--- config.mk ---
export PLATFORM = sky130hd
export DESIGN_NAME = disp_scan_ctrl
export DESIGN_NICKNAME = d
export VERILOG_FILES = /design/src/rtl/disp_scan_ctrl.sv
export SDC_FILE = /design/constraint.sdc
export NUM_CORES = 1
export LEC_CHECK = 0
export CAP_MARGIN = 20
export CORE_AREA = 2 2 106 108
export CTS_CLUSTER_SIZE = 20
export DETAILED_ROUTE_END_ITERATION = 8
export DIE_AREA = 0 0 108 110
export GPL_TIMING_DRIVEN = 0
export PLACE_DENSITY = 0.74
export SYNTH_ARGS = -nofsm -noshare
export SYNTH_HDL_FRONTEND = slang
export SYNTH_SLANG_ARGS = --single-unit
export TNS_END_PERCENT = 10
--- constraint.sdc ---
create_clock -name clk -period 1.85 [get_ports clk]
set_input_delay 0.2775 -clock clk [delete_from_list [all_inputs] [get_ports clk]]
set_output_delay 0.2775 -clock clk [all_outputs]
set_load 0.01 [all_outputs]
--- src/rtl/disp_scan_ctrl.sv ---
// disp_scan_ctrl
// Scan and frame-buffer controller for an 8-digit seven-segment display.
// A prescaler steps the 3-bit digit index Scan. Hex, point and blank data
// are double-buffered so that new data only reaches the outputs on a frame
// boundary, which is the Scan 7->0 step. An optional per-digit blink is
// OR-ed onto LES.
//
// Build option:
//   DISP_SCAN_BLINK_EN - when defined, the blink frame counter, blink phase
//                        and LES overlay are built. When undefined,
//                        LES = le_reg and blink_mask is ignored.
//
// Ports:
//   clk         in   system clock, rising edge
//   rstn        in   asynchronous active-low reset
//   en          in   scan enable; 0 freezes prescaler, Scan and blink state
//   load        in   strobe: capture hex_in/point_in/le_in into pending buffer
//   hex_in      in   [31:0] eight 4-bit digit codes, digit k at [4k+3:4k]
//   point_in    in   [7:0] decimal point per digit
//   le_in       in   [7:0] per-digit blank (1 = blanked)
//   blink_mask  in   [7:0] digits that blink (live, unbuffered)
//   Hexs        out  [31:0] committed digit codes
//   point       out  [7:0] committed points
//   LES         out  [7:0] committed blanks OR blink overlay
//   Scan        out  [2:0] current digit index
//   frame_done  out  one-cycle pulse after each completed frame
//   pending     out  pending buffer holds uncommitted data
module disp_scan_ctrl #(
  parameter int SCAN_DIV     = 50000,
  parameter int BLINK_FRAMES = 32
) (
  input  logic        clk,
  input  logic        rstn,
  input  logic        en,
  input  logic        load,
  input  logic [31:0] hex_in,
  input  logic [7:0]  point_in,
  input  logic [7:0]  le_in,
  input  logic [7:0]  blink_mask,
  output logic [31:0] Hexs,
  output logic [7:0]  point,
  output logic [7:0]  LES,
  output logic [2:0]  Scan,
  output logic        frame_done,
  output logic        pending
);

  localparam int            DW      = $clog2(SCAN_DIV);
  localparam logic [DW-1:0] DIV_MAX = DW'(SCAN_DIV - 1);

  logic [DW-1:0] div_cnt_q, div_cnt_d;
  logic [2:0]    scan_q, scan_d;
  logic          pending_q, pending_d;
  logic          frame_done_q;
  logic [31:0]   pbuf_hex_q, pbuf_hex_d;
  logic [7:0]    pbuf_pt_q, pbuf_pt_d;
  logic [7:0]    pbuf_le_q, pbuf_le_d;
  logic [31:0]   hexs_q, hexs_d;
  logic [7:0]    point_q, point_d;
  logic [7:0]    le_reg_q, le_reg_d;
  logic          tick, fb, commit;

  assign tick   = en && (div_cnt_q == DIV_MAX);
  assign fb     = tick && (scan_q == 3'd7);
  assign commit = fb && pending_q;

  always_comb begin
    div_cnt_d = div_cnt_q;
    scan_d    = scan_q;
    if (tick) begin
      div_cnt_d = '0;
      scan_d    = scan_q + 3'd1;
    end else if (en) begin
      div_cnt_d = div_cnt_q + DW'(1);
    end
  end

  // The commit reads the buffer as it stood before this edge, so a load that
  // lands on the boundary cycle refills the buffer and stays pending.
  always_comb begin
    pbuf_hex_d = pbuf_hex_q;
    pbuf_pt_d  = pbuf_pt_q;
    pbuf_le_d  = pbuf_le_q;
    pending_d  = pending_q;
    hexs_d     = hexs_q;
    point_d    = point_q;
    le_reg_d   = le_reg_q;
    if (commit) begin
      hexs_d   = pbuf_hex_q;
      point_d  = pbuf_pt_q;
      le_reg_d = pbuf_le_q;
    end
    if (load) begin
      pbuf_hex_d = hex_in;
      pbuf_pt_d  = point_in;
      pbuf_le_d  = le_in;
      pending_d  = 1'b1;
    end else if (fb) begin
      pending_d  = 1'b0;
    end
  end

  always_ff @(posedge clk or negedge rstn) begin
    if (!rstn) begin
      div_cnt_q    <= '0;
      scan_q       <= 3'd0;
      pending_q    <= 1'b0;
      frame_done_q <= 1'b0;
      pbuf_hex_q   <= 32'h0;
      pbuf_pt_q    <= 8'h00;
      pbuf_le_q    <= 8'hFF;
      hexs_q       <= 32'h0;
      point_q      <= 8'h00;
      le_reg_q     <= 8'hFF;
    end else begin
      div_cnt_q    <= div_cnt_d;
      scan_q       <= scan_d;
      pending_q    <= pending_d;
      frame_done_q <= fb;
      pbuf_hex_q   <= pbuf_hex_d;
      pbuf_pt_q    <= pbuf_pt_d;
      pbuf_le_q    <= pbuf_le_d;
      hexs_q       <= hexs_d;
      point_q      <= point_d;
      le_reg_q     <= le_reg_d;
    end
  end

`ifdef DISP_SCAN_BLINK_EN
  // Width is kept at least 1 so BLINK_FRAMES=1 still has a legal counter;
  // it then sits at 0 and the phase toggles every frame.
  localparam int            FW        = (BLINK_FRAMES > 1) ? $clog2(BLINK_FRAMES) : 1;
  localparam logic [FW-1:0] FRAME_MAX = FW'(BLINK_FRAMES - 1);

  logic [FW-1:0] frame_cnt_q, frame_cnt_d;
  logic          blink_phase_q, blink_phase_d;

  always_comb begin
    frame_cnt_d   = frame_cnt_q;
    blink_phase_d = blink_phase_q;
    if (fb) begin
      if (frame_cnt_q == FRAME_MAX) begin
        frame_cnt_d   = '0;
        blink_phase_d = ~blink_phase_q;
      end else begin
        frame_cnt_d   = frame_cnt_q + FW'(1);
      end
    end
  end

  always_ff @(posedge clk or negedge rstn) begin
    if (!rstn) begin
      frame_cnt_q   <= '0;
      blink_phase_q <= 1'b0;
    end else begin
      frame_cnt_q   <= frame_cnt_d;
      blink_phase_q <= blink_phase_d;
    end
  end

  assign LES = le_reg_q | (blink_mask & {8{blink_phase_q}});
`else
  logic unused_blink_mask;
  assign unused_blink_mask = ^blink_mask;
  assign LES = le_reg_q;
`endif

  assign Hexs       = hexs_q;
  assign point      = point_q;
  assign Scan       = scan_q;
  assign frame_done = frame_done_q;
  assign pending    = pending_q;

endmodule

# Yosys cells after proc, flatten, opt, wreduce, memory -nomap -nowiden
# Index checks and enable logic that the tools add are counted.
# word_totals
ff_bits,117
out_inout_bits,53
wordCells,23
# op_classes
n_addsub,2
n_eq_ne,2
mux,4
n_reduce_logical,5
# op_table
op,n
$mux W16,2
$add A16 B1 Y16 const B,1
$eq A16 B16 Y1 const B,1
$reduce_bool A2 Y1,2
$add A3 B1 Y3 const B,1
$eq A3 B3 Y1 const B,1
$logic_and A1 B1 Y1,3
$mux W1,2

# Depth between registers and ports, before layout
# Gate-level depths: netlist (run 1).
# logic_depth
word_depth,5
mapped_depth,8

# Worst setup path after synthesis (run 1)
# Ideal clock, no wire load.
# synth_path
kind,flip-flop to flip-flop
startpoint,register div_cnt_q[0]
endpoint,register hexs_q[11] (netlist: Hexs[11])
setup_time_ns,0.125
arrival_ns,1.867
setup_slack_ns,-0.143
stages_incl_launch_ff,9
n_path_buf,3
cell_sequence,dfrtp_1 ha_1 and4_1 and4_1 buf_6 and3_4 buf_6 buf_6 mux2_4
# synth_via
elab_chain_cells,4
# synth_rtl
item,line_no,rtl
"start, declared",51,"logic [DW-1:0] div_cnt_q, div_cnt_d;"
"start signal, assigned",116,div_cnt_q <= div_cnt_d;
$eq A16 B16 Y1,63,assign tick = en && (div_cnt_q == DIV_MAX);
$logic_and A1 B1 Y1,63,
$logic_and A1 B1 Y1,64,assign fb = tick && (scan_q == 3'd7);
$logic_and A1 B1 Y1,65,assign commit = fb && pending_q;
"end signal, assigned",123,hexs_q <= hexs_d;
"end, declared",58,"logic [31:0] hexs_q, hexs_d;"
# Every way passes these cells.
# A chain may end at the register's enable or synchronous reset.

# Worst setup path in the final report (run 1)
# layout_path
startpoint,register div_cnt_q[0]
endpoint,register hexs_q[21] (netlist: Hexs[21])
# Same word-level chain as after synthesis.

==> results of run 1 <==
## registers in the layout, summed over array words and instances, names as in the netlist, 3 cells and up
name	flops
Hexs	32
Scan	3
pbuf_hex_q	32
LES	8
div_cnt_q	16
pbuf_le_q	8
point	8
pbuf_pt_q	8
## metal layers
metal / share of wire, % / vias up
li1: - / 1319
met4: 0.88 / 0
met5: 0 / -
met2: 48 / 87
met1: 45 / 1441
met3: 6.7 / 11
## power by group through the flow
stage	combinational, mW	sequential, mW	clock [mW]
final	0.560	2.88	3.00
after floorplan	0.262	2.89	0
after global placement	0.444	2.92	0
after CTS	0.533	2.87	3.07
after global routing	0.617	2.90	3.18
after detailed placement	0.465	2.93	0
## Yosys cell counts
cell type                  count  area [µm²]
sky130_fd_sc_hd__dfrtp_1     101        2527
sky130_fd_sc_hd__mux2_2       80       900.9
sky130_fd_sc_hd__mux2_4       20       300.3
sky130_fd_sc_hd__dfstp_2      16       420.4
sky130_fd_sc_hd__nand2_1       8       30.03
sky130_fd_sc_hd__nand4_1       7       43.79
sky130_fd_sc_hd__nor2_1        7       26.28
sky130_fd_sc_hd__xnor2_1       6       52.55
sky130_fd_sc_hd__xor2_1        5       43.79
sky130_fd_sc_hd__buf_1         4       15.01
sky130_fd_sc_hd__buf_6         4       45.04
sky130_fd_sc_hd__inv_1         4       15.01
sky130_fd_sc_hd__nand3_1       4       20.02
sky130_fd_sc_hd__buf_2         3       15.01
sky130_fd_sc_hd__ha_1          3       37.54
sky130_fd_sc_hd__and4_1        2       17.52
sky130_fd_sc_hd__clkbuf_1      2       7.510
sky130_fd_sc_hd__nor3_1        2       10.01
sky130_fd_sc_hd__nor4_1        2       12.51
sky130_fd_sc_hd__a21o_1        1       7.510
sky130_fd_sc_hd__a21oi_1       1       5.000
sky130_fd_sc_hd__and3_1        1       6.260
sky130_fd_sc_hd__and3_4        1       11.26
sky130_fd_sc_hd__and4bb_1      1       12.51
sky130_fd_sc_hd__mux2i_1       1       10.01
sky130_fd_sc_hd__nand2b_1      1       6.260
sky130_fd_sc_hd__nand3b_1      1       7.510
sky130_fd_sc_hd__nor4b_1       1       8.760
sky130_fd_sc_hd__nor4bb_1      1       10.01
sky130_fd_sc_hd__o21ai_0       1       5.000
sky130_fd_sc_hd__o22ai_1       1       6.260
sky130_fd_sc_hd__or4_1         1       7.510
## layout make-up
class	count	area (µm²)	area share, %
Buffer	13	121.4	1.822
Timing Repair Buffer	119	1207	18.13
Clock buffer	23	476.7	7.156
Clock inverter	9	77.57	1.165
Inverter	4	15.01	0.2254
Tap cell	140	175.2	2.630
Sequential cell	117	2948	44.25
Multi-Input combinational cell	159	1640	24.62
## worst max path at each step
stage	end	slack, ns	depth (start not counted)
2_1_floorplan	Hexs[11]$_DFFE_PN0P_	-0.09	8
3_3_place_gp	div_cnt_q[1]$_DFFE_PN0P_	-3.81	1
3_5_place_dp	Hexs[4]$_DFFE_PN0P_	-0.33	7
4_1_cts	Hexs[22]$_DFFE_PN0P_	-0.13	7
5_1_grt	Hexs[21]$_DFFE_PN0P_	-0.25	8
6_report	Hexs[21]$_DFFE_PN0P_	-0.14	8
## stage by stage
step           utilization (%)  TNS (ns)  area (µm²)  cells  hold WS (ns)
3_3_place_gp             54.73   -434.81        5854    535        0.4792
2_1_floorplan                -    -3.016        4658    293      -0.01809
6_report                 62.27    -4.268        6661    584       0.07265
3_5_place_dp             54.96    -12.72        5879    536        0.4120
4_1_cts                  61.57    -4.485        6586    580       0.04295
5_1_grt                  62.27    -9.898        6661    584       0.06360
## logic make-up (layout without fill, tap and decap cells)
logic type / count (synthesis) / count (layout) / share of synthesized area (%)
flip-flops: 117 / 117 / 63.47
AO/OA/AOI/OAI: 4 / 4 / 0.5118
buffers and inverters: 17 / 168 / 2.101
multiplexers: 101 / 101 / 26.08
XOR/XNOR: 11 / 11 / 2.074
adder cells (fa/ha/maj): 3 / 3 / 0.8083
AND/OR/NAND/NOR: 40 / 40 / 4.957
## worst register-to-register path, cell delays in order, from the launching register on
cell	delay [ns]
sky130_fd_sc_hd__dfrtp_1	0.36
sky130_fd_sc_hd__ha_2	0.19
sky130_fd_sc_hd__and4_1	0.19
sky130_fd_sc_hd__and4_1	0.23
sky130_fd_sc_hd__buf_6	0.11
sky130_fd_sc_hd__and3_4	0.20
sky130_fd_sc_hd__buf_12	0.15
sky130_fd_sc_hd__clkbuf_16	0.16
sky130_fd_sc_hd__mux2_4	0.30
## timing repair
item / CTS / global route
setup buffers: 10 / 3
pin swaps: 3 / 2
endpoints found under the setup margin: 61 / 59
cloned: 1 / 1
hold endpoints to repair: 60 / 0
hold buffers: 1 / 0
gates resized for setup: 22 / 10
==> metrics.txt, run 1 <==
# TYPE chip_impl_metric gauge
chip_impl_metric{name="global_route.overflow_total",unit=""} 0
chip_impl_metric{name="starting_density_of_the_core",unit="%"} 43.42
chip_impl_info{name="layout_common_cells",value="101 x sky130_fd_sc_hd__dfrtp_1, 93 x sky130_fd_sc_hd__clkdlybuf4s50_1, 73 x sky130_fd_sc_hd__mux2_2, 27 x sky130_fd_sc_hd__mux2_4, 17 x sky130_fd_sc_hd__clkbuf_16"} 1
chip_impl_metric{name="tritoncts.num_buffers",unit=""} 17
chip_impl_metric{name="finalWirelength",unit="mm"} 9.629
chip_impl_metric{name="insertedDiodeCount",unit=""} 0
chip_impl_metric{name="globalRouteMet2Util",unit="%"} 27.67
chip_impl_metric{name="worst-r2r-setup-slack",unit="ns"} -0.14
chip_impl_metric{name="drt_iter0_drc",unit=""} 84
chip_impl_metric{name="period_needed",unit="ns"} 1.985
chip_impl_metric{name="netSwitchingPower",unit="mW"} 1.444
chip_impl_metric{name="finish.net_count",unit=""} 494
chip_impl_metric{name="via_per_inst",unit=""} 4.894
chip_impl_metric{name="tritoncts_num_sinks",unit=""} 117
chip_impl_metric{name="grt.total_usage",unit="%"} 17.42
chip_impl_info{name="rsz0062_at_grt",value="yes"} 1
chip_impl_info{name="global_route.peak_usage_layer",value="met2"} 1
chip_impl_info{name="worst_path_max_delay_cell",value="sky130_fd_sc_hd__dfrtp_1"} 1
chip_impl_info{name="critical_path.top_delay_family",value="simple AND/OR/NAND/NOR gates"} 1
chip_impl_metric{name="worst_slew_pin_slew",unit="ns"} 0.7877
chip_impl_metric{name="power.total",unit="mW"} 6.438
chip_impl_metric{name="crit_path_max_fanout",unit=""} 6
chip_impl_metric{name="rows",unit=""} 38
chip_impl_metric{name="power.leakage",unit="nW"} 2.990
chip_impl_metric{name="clock_network_power_share",unit="%"} 46.6
chip_impl_metric{name="route.detailed.wl_per_inst",unit="µm"} 16.49
chip_impl_metric{name="p_comb_share",unit="%"} 8.7
chip_impl_metric{name="clock_transition_at_the_registers_of_the_reported_paths",unit="ns"} 0.06
chip_impl_metric{name="worst_ep_required_time",unit="ns"} 2.24
chip_impl_metric{name="first_global_vias",unit=""} 3066
chip_impl_metric{name="max-vdd-ir-drop",unit="mV"} 0.7492
chip_impl_metric{name="p_seq_share",unit="%"} 44.7
chip_impl_metric{name="die_y",unit="µm"} 110
chip_impl_metric{name="clock_tree.htree_level_count",unit=""} 4
chip_impl_info{name="min_from",value="en"} 1
chip_impl_metric{name="fin_skew",unit="ns"} 0.01185
chip_impl_metric{name="place.detailed.hpwl",unit="mm"} 6.103
chip_impl_metric{name="fin_crit_sh",unit="%"} 107.3
chip_impl_metric{name="timing.reg2reg.worst_path_depth",unit=""} 8
chip_impl_info{name="setup.worst_path.start",value="div_cnt_q[0]$_DFFE_PN0P_"} 1
chip_impl_metric{name="yosysWarnings",unit=""} 0
chip_impl_metric{name="worst_slack",unit="ns"} -0.1353
chip_impl_info{name="worstSetupEndpointType",value="flop"} 1
chip_impl_info{name="rr_endpoint",value="Hexs[21]$_DFFE_PN0P_"} 1
chip_impl_metric{name="io_pins",unit=""} 113
chip_impl_info{name="clock_root_buffer",value="sky130_fd_sc_hd__clkbuf_8"} 1
chip_impl_metric{name="fmax",unit="GHz"} 0.5037
chip_impl_metric{name="synth-seq-cells",unit=""} 117
chip_impl_metric{name="layout-drive-gt1-share",unit="%"} 39.41
chip_impl_info{name="failing_checks",value="setup timing"} 1
chip_impl_metric{name="antenna_violating_nets_post_route",unit=""} 0
chip_impl_metric{name="swShare",unit="%"} 22.43
chip_impl_info{name="tritoncts",value="done"} 1
chip_impl_metric{name="worst-endpoint-arrival",unit="ns"} 2.38
chip_impl_metric{name="clock_latency",unit="ns"} 0.51
chip_impl_info{name="run_status",value="finished with violations"} 1
chip_impl_info{name="criticalPathCategory",value="reg2reg"} 1
chip_impl_info{name="r2r-start",value="div_cnt_q[0]$_DFFE_PN0P_"} 1
chip_impl_info{name="crit_path_start_kind",value="flop"} 1
chip_impl_metric{name="drv.max_cap_violation_count",unit=""} 0
chip_impl_info{name="critical_path.cell_chain",value="ha_2 -> and4_1 -> and4_1 -> buf_6 -> and3_4 -> buf_12 -> clkbuf_16 -> mux2_4"} 1
chip_impl_metric{name="final.fill_count",unit=""} 835
chip_impl_metric{name="hold_violations_final",unit=""} 0
chip_impl_info{name="critPathMostFrequentCell",value="sky130_fd_sc_hd__and4_1"} 1
chip_impl_metric{name="cpPeakStageDelay",unit="ns"} 0.36
chip_impl_metric{name="area.growth.synth_to_final",unit="%"} 43.43
chip_impl_metric{name="drt_drc_violations_left",unit=""} 0
chip_impl_metric{name="vias",unit=""} 2858
chip_impl_metric{name="post_placement_setup_slack",unit="ns"} -0.3338
chip_impl_metric{name="worstPathBufferInverterCount",unit=""} 3
chip_impl_metric{name="rel_slew_slack",unit="%"} 47.49
chip_impl_metric{name="synth_area_per_cell",unit="µm²"} 15.85
chip_impl_metric{name="use_met3",unit="%"} 6.526
chip_impl_metric{name="post_synth_num_cell_types",unit=""} 32
chip_impl_metric{name="floorplan.core_area",unit="µm²"} 10700
chip_impl_metric{name="cts_max_path_buffers",unit=""} 2
chip_impl_metric{name="floorplan.die_area",unit="µm²"} 11880
chip_impl_metric{name="routabilityCongestion",unit=""} 0.7631
chip_impl_metric{name="report.final.slew_viol_count",unit=""} 0
chip_impl_metric{name="power_report.internal_total",unit="mW"} 4.994
chip_impl_metric{name="power_density",unit="nW/µm²"} 966.5
chip_impl_metric{name="port_buffers",unit=""} 102
chip_impl_metric{name="syn_nets",unit=""} 356
chip_impl_metric{name="grt_max_degree",unit=""} 62
chip_impl_metric{name="worst_hold_path.num_cells",unit=""} 2
chip_impl_metric{name="synthCells",unit=""} 293
chip_impl_metric{name="wire_length_of_the_first_global_routing_pass",unit="mm"} 15.44
chip_impl_metric{name="detail_route.first_pass.iterations",unit=""} 4
chip_impl_metric{name="groute.layer.met1.usage",unit="%"} 21.86
chip_impl_metric{name="finalSetupViolCount",unit=""} 48
chip_impl_info{name="min_to",value="div_cnt_q[1]$_DFFE_PN0P_"} 1
chip_impl_metric{name="initial_antenna_violation_count",unit=""} 0
chip_impl_metric{name="synth.cell_area",unit="µm²"} 4644
chip_impl_metric{name="synth-seq-area-share",unit="%"} 63.47
chip_impl_info{name="min_path_type",value="in2reg"} 1
chip_impl_info{name="most_common_cell_after_layout_fill_and_taps_aside",value="sky130_fd_sc_hd__dfrtp_1"} 1
chip_impl_metric{name="fp.dieW",unit="µm"} 108
No activity file was read; power rests on OpenSTA's default activity.
==> run 2, diff against run 1 <==
--- a/config.mk
+++ b/config.mk
@@ -12,6 +12,7 @@
 export DIE_AREA = 0 0 108 110
 export GPL_TIMING_DRIVEN = 0
 export PLACE_DENSITY = 0.74
+export SETUP_SLACK_MARGIN = 0.5
 export SYNTH_ARGS = -nofsm -noshare
 export SYNTH_HDL_FRONTEND = slang
 export SYNTH_SLANG_ARGS = --single-unit
==> run 2 against run 1 <==
Compared with the run above: the flow still finishes with violations (setup timing); clock skew decreased by 0.0037 ns; clock-buffer cell count unchanged; via count increased by 0.70%; die area unchanged; combinational power increased by 7.0%; final cell count increased by 0.51%; critical path depth unchanged; design area decreased by 0.45%; worst hold slack got worse by 0.0053 ns; first-iteration DRC count increased by 8.3%; sequential power about the same.
==> metrics.txt, run 2 (synthesis gave the netlist of run 1 again) <==
# TYPE chip_impl_metric gauge
chip_impl_metric{name="fp.dieW",unit="µm"} 108
chip_impl_info{name="rsz0062_at_grt",value="yes"} 1
chip_impl_info{name="clock_root_buffer",value="sky130_fd_sc_hd__clkbuf_8"} 1
chip_impl_metric{name="worstPathBufferInverterCount",unit=""} 3
chip_impl_metric{name="die_y",unit="µm"} 110
chip_impl_metric{name="cpPeakStageDelay",unit="ns"} 0.36
chip_impl_metric{name="period_needed",unit="ns"} 1.972
chip_impl_metric{name="detail_route.first_pass.iterations",unit=""} 4
chip_impl_info{name="run_status",value="finished with violations"} 1
chip_impl_metric{name="starting_density_of_the_core",unit="%"} 43.42
chip_impl_info{name="criticalPathCategory",value="reg2reg"} 1
chip_impl_info{name="most_common_cell_after_layout_fill_and_taps_aside",value="sky130_fd_sc_hd__dfrtp_1"} 1
chip_impl_metric{name="grt.total_usage",unit="%"} 17.38
chip_impl_metric{name="worst_slack",unit="ns"} -0.1223
chip_impl_metric{name="vias",unit=""} 2878
chip_impl_metric{name="routabilityCongestion",unit=""} 0.7631
chip_impl_info{name="critical_path.top_delay_family",value="simple AND/OR/NAND/NOR gates"} 1
chip_impl_info{name="failing_checks",value="setup timing"} 1
chip_impl_metric{name="hold_violations_final",unit=""} 0
chip_impl_metric{name="rel_slew_slack",unit="%"} 46.94
chip_impl_metric{name="finalSetupViolCount",unit=""} 48
chip_impl_metric{name="finish.net_count",unit=""} 497
chip_impl_info{name="critPathMostFrequentCell",value="sky130_fd_sc_hd__and4_1"} 1
chip_impl_metric{name="power_density",unit="nW/µm²"} 978.5
chip_impl_metric{name="power.leakage",unit="nW"} 3.115
chip_impl_info{name="layout_common_cells",value="100 x sky130_fd_sc_hd__dfrtp_1, 73 x sky130_fd_sc_hd__mux2_2, 48 x sky130_fd_sc_hd__clkdlybuf4s50_1, 32 x sky130_fd_sc_hd__buf_2, 27 x sky130_fd_sc_hd__mux2_4"} 1
chip_impl_info{name="critical_path.cell_chain",value="ha_2 -> and4_1 -> and4_1 -> buf_6 -> and3_4 -> buf_12 -> clkbuf_16 -> mux2_4"} 1
chip_impl_metric{name="drv.max_cap_violation_count",unit=""} 0
chip_impl_metric{name="rows",unit=""} 38
chip_impl_metric{name="grt_max_degree",unit=""} 62
chip_impl_metric{name="initial_antenna_violation_count",unit=""} 0
chip_impl_metric{name="drt_drc_violations_left",unit=""} 0
chip_impl_metric{name="floorplan.core_area",unit="µm²"} 10700
chip_impl_metric{name="fin_skew",unit="ns"} 0.008148
chip_impl_metric{name="worst_slew_pin_slew",unit="ns"} 0.7959
chip_impl_metric{name="finalWirelength",unit="mm"} 9.739
chip_impl_metric{name="antenna_violating_nets_post_route",unit=""} 0
chip_impl_metric{name="tritoncts.num_buffers",unit=""} 17
chip_impl_metric{name="clock_tree.htree_level_count",unit=""} 4
chip_impl_metric{name="route.detailed.wl_per_inst",unit="µm"} 16.59
chip_impl_metric{name="fin_crit_sh",unit="%"} 106.6
chip_impl_info{name="crit_path_start_kind",value="flop"} 1
chip_impl_metric{name="clock_transition_at_the_registers_of_the_reported_paths",unit="ns"} 0.06
chip_impl_metric{name="wire_length_of_the_first_global_routing_pass",unit="mm"} 15.46
chip_impl_metric{name="port_buffers",unit=""} 102
chip_impl_metric{name="hold-worst-slack",unit="ns"} 0.06736
chip_impl_metric{name="floorplan.die_area",unit="µm²"} 11880
chip_impl_metric{name="worst_ep_required_time",unit="ns"} 2.25
chip_impl_metric{name="tritoncts_num_sinks",unit=""} 117
chip_impl_metric{name="clock_latency",unit="ns"} 0.51
chip_impl_metric{name="insertedDiodeCount",unit=""} 0
chip_impl_metric{name="layout-drive-gt1-share",unit="%"} 54.36
chip_impl_metric{name="cts_max_path_buffers",unit=""} 2
chip_impl_metric{name="crit_path_max_fanout",unit=""} 6
chip_impl_metric{name="first_global_vias",unit=""} 3065
chip_impl_metric{name="max-vdd-ir-drop",unit="mV"} 0.7454
chip_impl_info{name="min_path_type",value="in2reg"} 1
chip_impl_metric{name="worst-endpoint-arrival",unit="ns"} 2.37
chip_impl_info{name="tritoncts",value="done"} 1
chip_impl_info{name="worst_path_max_delay_cell",value="sky130_fd_sc_hd__dfrtp_1"} 1
chip_impl_metric{name="power.total",unit="mW"} 6.489
chip_impl_metric{name="report.final.slew_viol_count",unit=""} 0
chip_impl_metric{name="global_route.overflow_total",unit=""} 0
chip_impl_metric{name="fmax",unit="GHz"} 0.5070
chip_impl_metric{name="area.growth.synth_to_final",unit="%"} 42.78
chip_impl_metric{name="via_per_inst",unit=""} 4.903
chip_impl_metric{name="place.detailed.hpwl",unit="mm"} 6.103
chip_impl_metric{name="drt_iter0_drc",unit=""} 91
chip_impl_metric{name="io_pins",unit=""} 113
chip_impl_info{name="worstSetupEndpointType",value="flop"} 1
[run 2: cell count changes in the layout (fill, tap and decap cells not counted), moves of 3 or more]
cell,previous run,this run
sky130_fd_sc_hd__buf_2,1,32
sky130_fd_sc_hd__dlygate4sd2_1,8,0
sky130_fd_sc_hd__buf_6,3,26
sky130_fd_sc_hd__clkdlybuf4s50_1,93,48
sky130_fd_sc_hd__nor2_1,7,4
[run 2: worst paths after layout]
check | startpoint | end | slack (ns) | cells past startpoint
setup / recovery | div_cnt_q[0]$_DFFE_PN0P_ | Hexs[21]$_DFFE_PN0P_ | -0.12 | 8
hold / removal | en | div_cnt_q[1]$_DFFE_PN0P_ | 0.07 | 2
setup reg to reg | div_cnt_q[0]$_DFFE_PN0P_ | Hexs[21]$_DFFE_PN0P_ | -0.12 | 8
hold reg to reg | div_cnt_q[15]$_DFFE_PN0P_ | div_cnt_q[15]$_DFFE_PN0P_ | 0.48 | 1
max in group asynchronous | rstn | LES[3]$_DFFE_PN1P_ | 0.66 | 3
min in group asynchronous | rstn | pbuf_hex_q[28]$_DFFE_PN0P_ | 0.40 | 2
[run 2: stage by stage]
step                      std cells  instance area, µm²  setup WS [ns]  util [%]  TNS (ns)
final                           587                6631        -0.1223     61.99    -3.567
after CTS                       580                6401        -0.1284     59.84    -4.485
after global placement          535                5854         -3.811     54.73   -434.81
after global routing            587                6631        -0.2299     61.99    -8.923
after detailed placement        536                5879        -0.3338     54.96    -12.72
after floorplan                 293                4658       -0.09224         -    -3.016
[run 2: layout make-up]
class | count | area, µm²
clock inverters | 9 | 77.57
well taps | 140 | 175.2
fillers | 819 | 4066
flip-flops and latches | 117 | 2949
multi-input cells | 159 | 1694
plain buffers | 13 | 130.1
clock buffers | 23 | 476.7
inverters | 4 | 15.01
repair buffers | 122 | 1114
[run 2: repair_timing]
action / CTS / global route
buffers inserted: 10 / 6
setup endpoints to repair: 119 / 115
hold buffers: 1 / 0
gates cloned: 1 / 1
hold endpoints to repair: 60 / 0
pin swaps: 6 / 12
gates resized for setup: 234 / 45
[run 2: layer usage]
metal	share of wire [%]	routed length (µm)	track usage [%]
met4	0.94	92	6.593
met3	6.3	611	6.349
met1	45	4387	22.29
met5	0	0	0
met2	48	4648	27.13
[run 2: power by group]
group / internal, mW / leakage [nW] / switching [mW]
Combinational: 0.353 / 1.38 / 0.246
Clock: 1.91 / 0.270 / 1.10
Sequential: 2.75 / 1.47 / 0.130
Total: 5.01 / 3.12 / 1.48
